[config.mk]
export PLATFORM = sky130hd
export DESIGN_NAME = button_event_arbiter
export DESIGN_NICKNAME = d
export VERILOG_FILES = /design/src/rtl/button_event_arbiter.sv
export SDC_FILE = /design/constraint.sdc
export NUM_CORES = 1
export LEC_CHECK = 0
export CAP_MARGIN = 20
export CORE_MARGIN = 4
export CORE_UTILIZATION = 55
export DETAILED_ROUTE_END_ITERATION = 8
export PLACE_DENSITY = 0.86
export SLEW_MARGIN = 20
export SYNTH_ARGS = -nofsm -noshare
export SYNTH_HDL_FRONTEND = slang
export SYNTH_SLANG_ARGS = --single-unit
[constraint.sdc]
create_clock -name clk -period 5 [get_ports clk]
set_input_delay 1.5 -clock clk [delete_from_list [all_inputs] [get_ports clk]]
set_output_delay 1.5 -clock clk [all_outputs]
set_load 0.01 [all_outputs]
[src/rtl/button_event_arbiter.sv]
`default_nettype none
// +-----------------------------------------------------------------------------+
// | button_event_arbiter: debounces NUM_BUTTONS raw buttons and offers press   |
// | events one at a time over a valid/ready port, round-robin among pending.   |
// | Revision: 1.0                                                               |
// +-----------------------------------------------------------------------------+
module button_event_arbiter #(
  parameter int NUM_BUTTONS = 4,
  parameter int IDX_W       = 2,
  parameter int SAMPLE_DIV  = 1000000,
  parameter int DIV_BITS    = 21
) (
  input  logic                   clk,
  input  logic                   rst_n,
  input  logic [NUM_BUTTONS-1:0] btn_raw,
  input  logic                   evt_ready,
  output logic                   evt_valid,
  output logic [IDX_W-1:0]       evt_code,
  output logic [NUM_BUTTONS-1:0] btn_level,
  output logic                   drop_pulse
);

  localparam logic [0:0]          S_IDLE    = 1'b0;
  localparam logic [0:0]          S_OFFER   = 1'b1;
  localparam logic [DIV_BITS-1:0] DIV_LAST  = DIV_BITS'(SAMPLE_DIV - 1);
  localparam logic [IDX_W-1:0]    LAST_INIT = IDX_W'(NUM_BUTTONS - 1);

  logic [NUM_BUTTONS-1:0] sync1_q, sync2_q;
  logic [DIV_BITS-1:0]    cnt_q, cnt_d;
  logic                   tick, tick_q;
  logic [NUM_BUTTONS-1:0] hist0_q, hist1_q;
  logic [NUM_BUTTONS-1:0] level_q, level_d, hist_eq;
  logic [NUM_BUTTONS-1:0] pending_q, pending_d;
  logic [NUM_BUTTONS-1:0] press, clr, merge;
  logic [0:0]             state_q, state_d;
  logic                   valid_q, valid_d;
  logic [IDX_W-1:0]       code_q, code_d;
  logic [IDX_W-1:0]       last_q, last_d;
  logic                   drop_q, drop_d;
  logic [IDX_W-1:0]       sel;
  logic                   found;
  logic                   accept;

  assign tick  = (cnt_q == DIV_LAST);
  assign cnt_d = tick ? '0 : cnt_q + DIV_BITS'(1);

  // Level follows the history only when the two samples agree; tick_q delays this by one cycle.
  assign hist_eq = ~(hist0_q ^ hist1_q);
  assign level_d = tick_q ? ((hist0_q & hist_eq) | (level_q & ~hist_eq)) : level_q;
  assign press   = level_d & ~level_q;

  assign accept    = valid_q & evt_ready;
  assign clr       = accept ? (NUM_BUTTONS'(1) << code_q) : '0;
  assign merge     = press & pending_q & ~clr;
  assign drop_d    = |merge;
  assign pending_d = (pending_q & ~clr) | press;

  // Round-robin: first pending index above last, otherwise wrap to the lowest pending index.
  always_comb begin
    sel   = '0;
    found = 1'b0;
    for (int i = 0; i < NUM_BUTTONS; i++) begin
      if (!found && pending_q[i] && (i > int'(last_q))) begin
        sel   = IDX_W'(i);
        found = 1'b1;
      end
    end
    for (int i = 0; i < NUM_BUTTONS; i++) begin
      if (!found && pending_q[i]) begin
        sel   = IDX_W'(i);
        found = 1'b1;
      end
    end
  end

  always_comb begin
    state_d = state_q;
    valid_d = valid_q;
    code_d  = code_q;
    last_d  = last_q;
    case (state_q)
      S_IDLE: begin
        if (|pending_q) begin
          code_d  = sel;
          valid_d = 1'b1;
          state_d = S_OFFER;
        end
      end
      S_OFFER: begin
        if (accept) begin
          valid_d = 1'b0;
          last_d  = code_q;
          state_d = S_IDLE;
        end
      end
      default: begin
        valid_d = 1'b0;
        state_d = S_IDLE;
      end
    endcase
  end

  always_ff @(posedge clk or negedge rst_n) begin
    if (!rst_n) begin
      sync1_q   <= '0;
      sync2_q   <= '0;
      cnt_q     <= '0;
      tick_q    <= 1'b0;
      hist0_q   <= '0;
      hist1_q   <= '0;
      level_q   <= '0;
      pending_q <= '0;
      state_q   <= S_IDLE;
      valid_q   <= 1'b0;
      code_q    <= '0;
      last_q    <= LAST_INIT;
      drop_q    <= 1'b0;
    end else begin
      sync1_q   <= btn_raw;
      sync2_q   <= sync1_q;
      cnt_q     <= cnt_d;
      tick_q    <= tick;
      if (tick) begin
        hist0_q <= sync2_q;
        hist1_q <= hist0_q;
      end
      level_q   <= level_d;
      pending_q <= pending_d;
      state_q   <= state_d;
      valid_q   <= valid_d;
      code_q    <= code_d;
      last_q    <= last_d;
      drop_q    <= drop_d;
    end
  end

  assign evt_valid  = valid_q;
  assign evt_code   = code_q;
  assign btn_level  = level_q;
  assign drop_pulse = drop_q;

endmodule
`default_nettype wire

=== Word-level counts from Yosys, hierarchy flattened ===
Index checks and enable logic that the tools add are counted.

* Add/subtract/negate cells: 1
* Order comparisons: 3
* Equality and inequality tests: 3
* Shift operators: 1
* Multiplexer cells: 22
* Bitwise logic cells: 15
* Reduce and logical (&&, ||, !) cells: 20

{| class="wikitable"
|+ Operators with widths
! kind !! number
|-
| $and A4 B4 Y4 || 6
|-
| $add A21 B1 Y21 const B || 1
|-
| $eq A21 B20 Y1 const B || 1
|-
| $mux W21 || 1
|-
| $not A4 Y4 || 4
|-
| $mux W2 || 6
|-
| $mux W1 || 11
|-
| $logic_and A1 B1 Y1 || 9
|-
| $mux W4 || 2
|-
| $or A4 B4 Y4 || 2
|-
| $reduce_or A4 Y1 || 2
|-
| $logic_not A1 Y1 || 6
|-
| $reduce_and A2 Y1 || 3
|-
| $gt A2 B2 Y1 const A || 2
|-
| $pmux W1 S2 || 2
|-
| $shl A1 B2 Y4 const A || 1
|-
| $xor A4 B4 Y4 || 1
|-
| $gt A1 B2 Y1 const A || 1
|-
| $ne A2 B1 Y1 const B || 1
|-
| $ne A2 B2 Y1 const B || 1
|-
| $and A1 B1 Y1 || 1
|-
| $not A1 Y1 || 1
|}

* Bits in registers: 53
* Input bits: 7

=== Depth between registers and ports, before layout ===
* Word-level depth: 23
* Mapped depth: 6

=== Worst setup path after synthesis ===
Ideal clock, no wire load.

* Path type: input port to flip-flop
* Start: in evt_ready
* End: reg drop_q (netlist: drop_pulse)
* Library setup time: 0.141 ns
* Arrival time: 2.041 ns
* Required time: 4.859 ns
* Setup slack: 2.818 ns
* Stages on the path: 4
* Cells stage by stage: nor4bb_1 > o21ai_0 > nand2_1 > o221ai_1

* Word-level cells in the longest chain between the ends: 5

{| class="wikitable"
|+ Ends and longest elaborated chain
! what !! RTL line !! RTL
|-
| from (decl) || 16 || <nowiki>input logic evt_ready,</nowiki>
|-
| $and A1 B1 Y1 || 52 || <nowiki>assign accept = valid_q & evt_ready;</nowiki>
|-
| $mux W4 || 53 || <nowiki>assign clr = accept ? (NUM_BUTTONS'(1) << code_q) : '0;</nowiki>
|-
| $not A4 Y4 || 54 || <nowiki>assign merge = press & pending_q & ~clr;</nowiki>
|-
| $and A4 B4 Y4 || 54 ||
|-
| $reduce_or A4 Y1 || 55 || <nowiki>assign drop_d = |merge;</nowiki>
|-
| named net drop_d || 39 || <nowiki>logic drop_q, drop_d;</nowiki>
|-
| to (signal assigned) || 133 || <nowiki>drop_q <= drop_d;</nowiki>
|-
| to (decl) || 39 ||
|}

The timed path passes the listed nets, and every way through them passes these cells.
A chain may end at the register's enable or synchronous reset.

=== Worst setup path in the final report ===
* Start: reg code_q[1] (netlist: evt_code[1])
* End: out evt_code[1]

{| class="wikitable"
|+ RTL lines
! what !! RTL line !! RTL
|-
| from (decl) || 37 || <nowiki>logic [IDX_W-1:0] code_q, code_d;</nowiki>
|-
| from (signal assigned) || 131 || <nowiki>code_q <= code_d;</nowiki>
|-
| to (decl) || 18 || <nowiki>output logic [IDX_W-1:0] evt_code,</nowiki>
|}

No word-level cell between the ends.

==> flow_summary.html <==
<table>
<tr><th>Metric</th><th>Value</th></tr>
<tr><th colspan="2">Floorplan</th></tr>
<tr><td>Die area</td><td>5162 um2</td></tr>
<tr><td>Core outline area</td><td>about 3800 um2</td></tr>
<tr><td>FP Rows</td><td>22</td></tr>
<tr><td>Die Width</td><td>71.85 um</td></tr>
<tr><td>Floorplan die height</td><td>just over 70 um</td></tr>
<tr><td>I/O pins</td><td>15</td></tr>
<tr><td>Initial standard-cell utilization of the core</td><td>about three fifths</td></tr>
<tr><th colspan="2">Synth</th></tr>
<tr><td>Library cell with the largest summed area after synthesis</td><td>sky130_fd_sc_hd__dfrtp_1</td></tr>
<tr><td>Dominant cells by area after synthesis</td><td>sky130_fd_sc_hd__dfrtp_1, sky130_fd_sc_hd__mux2_2, sky130_fd_sc_hd__xnor2_1, sky130_fd_sc_hd__nor2_1, sky130_fd_sc_hd__dfstp_2</td></tr>
<tr><td>Leading register cell type out of synthesis</td><td>sky130_fd_sc_hd__dfrtp_1</td></tr>
<tr><td>Library cell with the highest instance count after synthesis</td><td>sky130_fd_sc_hd__dfrtp_1</td></tr>
<tr><td>Cell Area, Synth</td><td>~2200 um2</td></tr>
<tr><td>Number of synthesis warnings</td><td>0</td></tr>
<tr><td>Mapped Avg Cell Area</td><td>roughly 11 um2</td></tr>
<tr><td>Portion of synthesized cell area occupied by the leading cell type</td><td>56.92%</td></tr>
<tr><td>Number of unique standard cell types used by synthesis</td><td>35</td></tr>
<tr><td>Part of the Yosys area used for sequential elements</td><td>around three fifths</td></tr>
<tr><td>Number of synthesized register bits</td><td>between 50 and 60</td></tr>
<tr><td>Synth Net Count</td><td>205</td></tr>
<tr><td>Number of enable-type register cells in the synthesized netlist</td><td>0</td></tr>
<tr><td>Gate Count Post-Synth</td><td>just under 200</td></tr>
<tr><td>Post-synthesis async set-or-reset flop share</td><td>between 90% and 100%</td></tr>
<tr><td>Most used standard cells in the synthesized netlist</td><td>sky130_fd_sc_hd__dfrtp_1, sky130_fd_sc_hd__nor2_1, sky130_fd_sc_hd__nand2_1, sky130_fd_sc_hd__xnor2_1</td></tr>
<tr><th colspan="2">Finish</th></tr>
<tr><td>Number of nets in the layout</td><td>223</td></tr>
<tr><td>Area taken by multi-input logic gates</td><td>867.1 um2</td></tr>
<tr><td>Fin area</td><td>between 2000 and 3000 um2</td></tr>
<tr><td>Antenna cells</td><td>0</td></tr>
<tr><td>FF+latch area</td><td>1329 um2</td></tr>
<tr><td>Final design utilization</td><td>approximately two thirds</td></tr>
<tr><td>Share of layout cells above drive strength 1</td><td>around 11%</td></tr>
<tr><td>Relative area change from synthesis to final layout</td><td>12.50%</td></tr>
<tr><td>Filler cell count</td><td>289</td></tr>
<tr><th colspan="2">STA</th></tr>
<tr><td>Worst Clk Skew</td><td>13.16 ps</td></tr>
<tr><td>Post-Route Hold Slack</td><td>about 360 ps</td></tr>
<tr><td>Max Fclk</td><td>0.3521 GHz</td></tr>
<tr><td>Max-slew violation count</td><td>0</td></tr>
<tr><td>Setup TNS after final layout</td><td>0 ps</td></tr>
<tr><td>Final worst-path cycle share</td><td>56.80%</td></tr>
<tr><td>RSZ-0062 raised after global routing</td><td>no</td></tr>
<tr><td>Total of endpoints with negative setup slack in the final report</td><td>0</td></tr>
<tr><td>Transition at the pin with the smallest max-transition slack</td><td>around 790 ps</td></tr>
<tr><td>Number of endpoints with negative hold slack in the final report</td><td>0</td></tr>
<tr><td>Minimum period implied by the final worst setup slack</td><td>between 2000 and 3000 ps</td></tr>
<tr><td>Worst max-slew margin expressed relative to the limit</td><td>a little under half</td></tr>
<tr><th colspan="2">Run</th></tr>
<tr><td>Max-cap violation count</td><td>0</td></tr>
<tr><th colspan="2">Worst setup path</th></tr>
<tr><td>Endpoint class of the critical path</td><td>output pin</td></tr>
<tr><td>Critical path class</td><td>flip-flop to output pin</td></tr>
<tr><td>Kind of cell adding the most delay to the critical path</td><td>buffers and inverters</td></tr>
<tr><td>Crit start category</td><td>flip-flop</td></tr>
<tr><td>Data required time of the critical path</td><td>about 3500 ps</td></tr>
<tr><td>Arrival time at the worst endpoint</td><td>1340 ps</td></tr>
<tr><td>Maximum fanout count along the critical path</td><td>6</td></tr>
<tr><td>Worst-path cell with the longest stage delay</td><td>sky130_fd_sc_hd__clkdlybuf4s50_1</td></tr>
<tr><td>Delay contributed by the slowest stage of the critical path</td><td>a little under 600 ps</td></tr>
<tr><td>Cells along the critical path</td><td>clkdlybuf4s50_1</td></tr>
<tr><td>Worst Path Buf+Inv</td><td>1</td></tr>
<tr><th colspan="2">Clocking</th></tr>
<tr><td>Clock Pin Slew Worst Setup and Hold Paths</td><td>~100 ps</td></tr>
<tr><td>H-tree depth</td><td>2</td></tr>
<tr><td>Bufs on Longest Clock Path</td><td>2</td></tr>
<tr><td>Total of hold buffers inserted after clock tree synthesis</td><td>0</td></tr>
<tr><td>Resized cells post-CTS</td><td>0</td></tr>
<tr><td>Skew-Pair Late Insertion Delay</td><td>approximately 320 ps</td></tr>
<tr><td>Post-CTS Setup Inserts</td><td>0</td></tr>
<tr><td>Clock tree root driver cell</td><td>sky130_fd_sc_hd__clkbuf_8</td></tr>
<tr><td>CTS sink cnt</td><td>between 50 and 60</td></tr>
<tr><td>Number of buffers inserted during clock tree synthesis</td><td>5</td></tr>
<tr><td>Clock tree from TritonCTS</td><td>yes</td></tr>
<tr><th colspan="2">Global route</th></tr>
<tr><td>Pin count of the biggest net entering global routing</td><td>54</td></tr>
<tr><td>Vias in the first global route</td><td>roughly 1500</td></tr>
<tr><td>Gr busiest metal</td><td>met2</td></tr>
<tr><td>Global Route met1 Usage</td><td>about a quarter</td></tr>
<tr><td>Initial antenna violation count</td><td>0</td></tr>
<tr><td>First-pass GRT wire length</td><td>a little over 7 mm</td></tr>
<tr><td>Overall overflow remaining after global route</td><td>0</td></tr>
<tr><td>Overall global routing resource usage</td><td>around 18%</td></tr>
<tr><td>Met3 routing resource usage after global routing</td><td>under 10%</td></tr>
<tr><td>GR met2 Demand/Resource</td><td>between 20% and 30%</td></tr>
<tr><th colspan="2">Place</th></tr>
<tr><td>Gp weighted congestion</td><td>around 0.83</td></tr>
<tr><td>Port Buf Inserts</td><td>14</td></tr>
<tr><td>DP Area</td><td>roughly 2400 um2</td></tr>
<tr><td>HPWL reported at the end of detailed placement</td><td>roughly 2.6 mm</td></tr>
<tr><th colspan="2">Pwr</th></tr>
<tr><td>Worst-case vdd ir drop</td><td>approximately 0.26 mV</td></tr>
<tr><td>Leakage power of the design</td><td>a little over 1 nW</td></tr>
<tr><td>Power density over the cells</td><td>between 300 and 400 nW/um2</td></tr>
<tr><th colspan="2">Outcome</th></tr>
<tr><td>Status</td><td>finished, final reports clean</td></tr>
<tr><th colspan="2">Drt</th></tr>
<tr><td>Routed vias/inst</td><td>between 5 and 6</td></tr>
<tr><td>Remaining antenna violation count after routing</td><td>0</td></tr>
<tr><td>Detailed Route Iter0 Violations</td><td>69</td></tr>
<tr><td>Residual DRC</td><td>0</td></tr>
<tr><td>Initial DRT Pass Iterations</td><td>4</td></tr>
<tr><td>Wire length reported by the detailed router</td><td>3.829 mm</td></tr>
<tr><td>Vias</td><td>around 1500</td></tr>
<tr><td>Average wire length per cell after detail routing</td><td>approximately 15 um</td></tr>
<tr><th colspan="2">Min path</th></tr>
<tr><td>Class of the tightest hold or removal check</td><td>flip-flop to flip-flop</td></tr>
</table>
[through the flow]
stage | setup WS (ps) | power (mW) | instances
floorplan | 2818 | 0.5225 | 197
global placement | 2200 | 0.5650 | 256
detailed placement | 2160 | 0.5702 | 256
CTS | 2137 | 0.8236 | 264
global route | 2080 | 0.8582 | 264
finish | 2160 | 0.8193 | 264
[flip-flops by register name, summed over array words and instances (netlist names)]
| signal | count |
|---|---|
| btn_level | 4 |
| drop_pulse | 1 |
| hist0_q | 4 |
| state_q | 1 |
| pending_q | 4 |
| cnt_q | 21 |
| tick_q | 1 |
| last_q | 2 |
| sync2_q | 4 |
| sync1_q | 4 |
| hist1_q | 4 |
| evt_code | 2 |
| evt_valid | 1 |
[final timing paths]
path,from,end,slack (ps),cells past startpoint
max,evt_code[1],evt_code[1],2160,1
min in group asynchronous,rst_n,evt_valid,1260,2
min,sync1_q[1],sync2_q[1],360,0
max reg2reg,cnt_q[8],hist1_q[2],2790,4
max in group asynchronous,rst_n,cnt_q[10],3280,2
min reg2reg,sync1_q[1],sync2_q[1],360,0
[power breakdown]
part           total, mW  switching, mW  leakage [nW]  internal, mW
registers          0.485         0.0296         0.678         0.455
clock network      0.257          0.152        0.0506         0.105
logic             0.0777         0.0395         0.305        0.0382
total              0.819          0.221          1.03         0.598
[layout make-up]
cell class	instances	area share [%]
sequential	53	52.68
multi-input combinational	133	34.38
timing repair buffer	15	5.655
clock buffer	5	2.728
tap	48	2.381
clock inverter	3	1.141
inverter	7	1.042
[worst register-to-register path: stages, from the launching register on]
cell	delay (ps)
sky130_fd_sc_hd__dfrtp_1	450
sky130_fd_sc_hd__nor4b_1	320
sky130_fd_sc_hd__nand4_1	220
sky130_fd_sc_hd__nor3_4	700
sky130_fd_sc_hd__mux2_2	420
[cell usage in the layout (no fill, tap or decap), types with 2 or more instances in the layout]
| cell type | netlist | layout |
|---|---|---|
| sky130_fd_sc_hd__nand4b_1 | 4 | 4 |
| sky130_fd_sc_hd__nor4b_1 | 2 | 2 |
| sky130_fd_sc_hd__xnor2_1 | 11 | 11 |
| sky130_fd_sc_hd__nand2_1 | 11 | 11 |
| sky130_fd_sc_hd__and4_1 | 3 | 3 |
| sky130_fd_sc_hd__nor2b_1 | 2 | 2 |
| sky130_fd_sc_hd__nor3_1 | 3 | 3 |
| sky130_fd_sc_hd__nor2_1 | 21 | 21 |
| sky130_fd_sc_hd__a21oi_1 | 10 | 10 |
| sky130_fd_sc_hd__nand4_1 | 8 | 8 |
| sky130_fd_sc_hd__mux2_2 | 10 | 10 |
| sky130_fd_sc_hd__o21ai_0 | 9 | 9 |
| sky130_fd_sc_hd__clkdlybuf4s50_1 | 0 | 13 |
| sky130_fd_sc_hd__dfstp_2 | 2 | 2 |
| sky130_fd_sc_hd__nor4_1 | 5 | 5 |
| sky130_fd_sc_hd__xor2_1 | 4 | 4 |
| sky130_fd_sc_hd__nand3_1 | 10 | 10 |
| sky130_fd_sc_hd__o221ai_1 | 3 | 3 |
| sky130_fd_sc_hd__nand2b_1 | 4 | 4 |
| sky130_fd_sc_hd__clkbuf_8 | 0 | 5 |
| sky130_fd_sc_hd__dfrtp_1 | 51 | 51 |
| sky130_fd_sc_hd__a31oi_1 | 2 | 2 |
| sky130_fd_sc_hd__inv_1 | 7 | 7 |
[cells by family after synthesis]
kind of cell | synth area share, %
compound gates | 7.813
xor+xnor | 5.859
fa+ha+maj | 0.5579
buf+inv | 2.065
flops | 59.26
mux | 5.469
simple gates | 18.97
[per-layer routing]
layer,vias to the layer above,wire (um)
li1,747,-
met1,740,1807
met2,32,1747
met3,11,163
met4,0,110
met5,-,0
No activity file was read; power rests on OpenSTA's default activity.
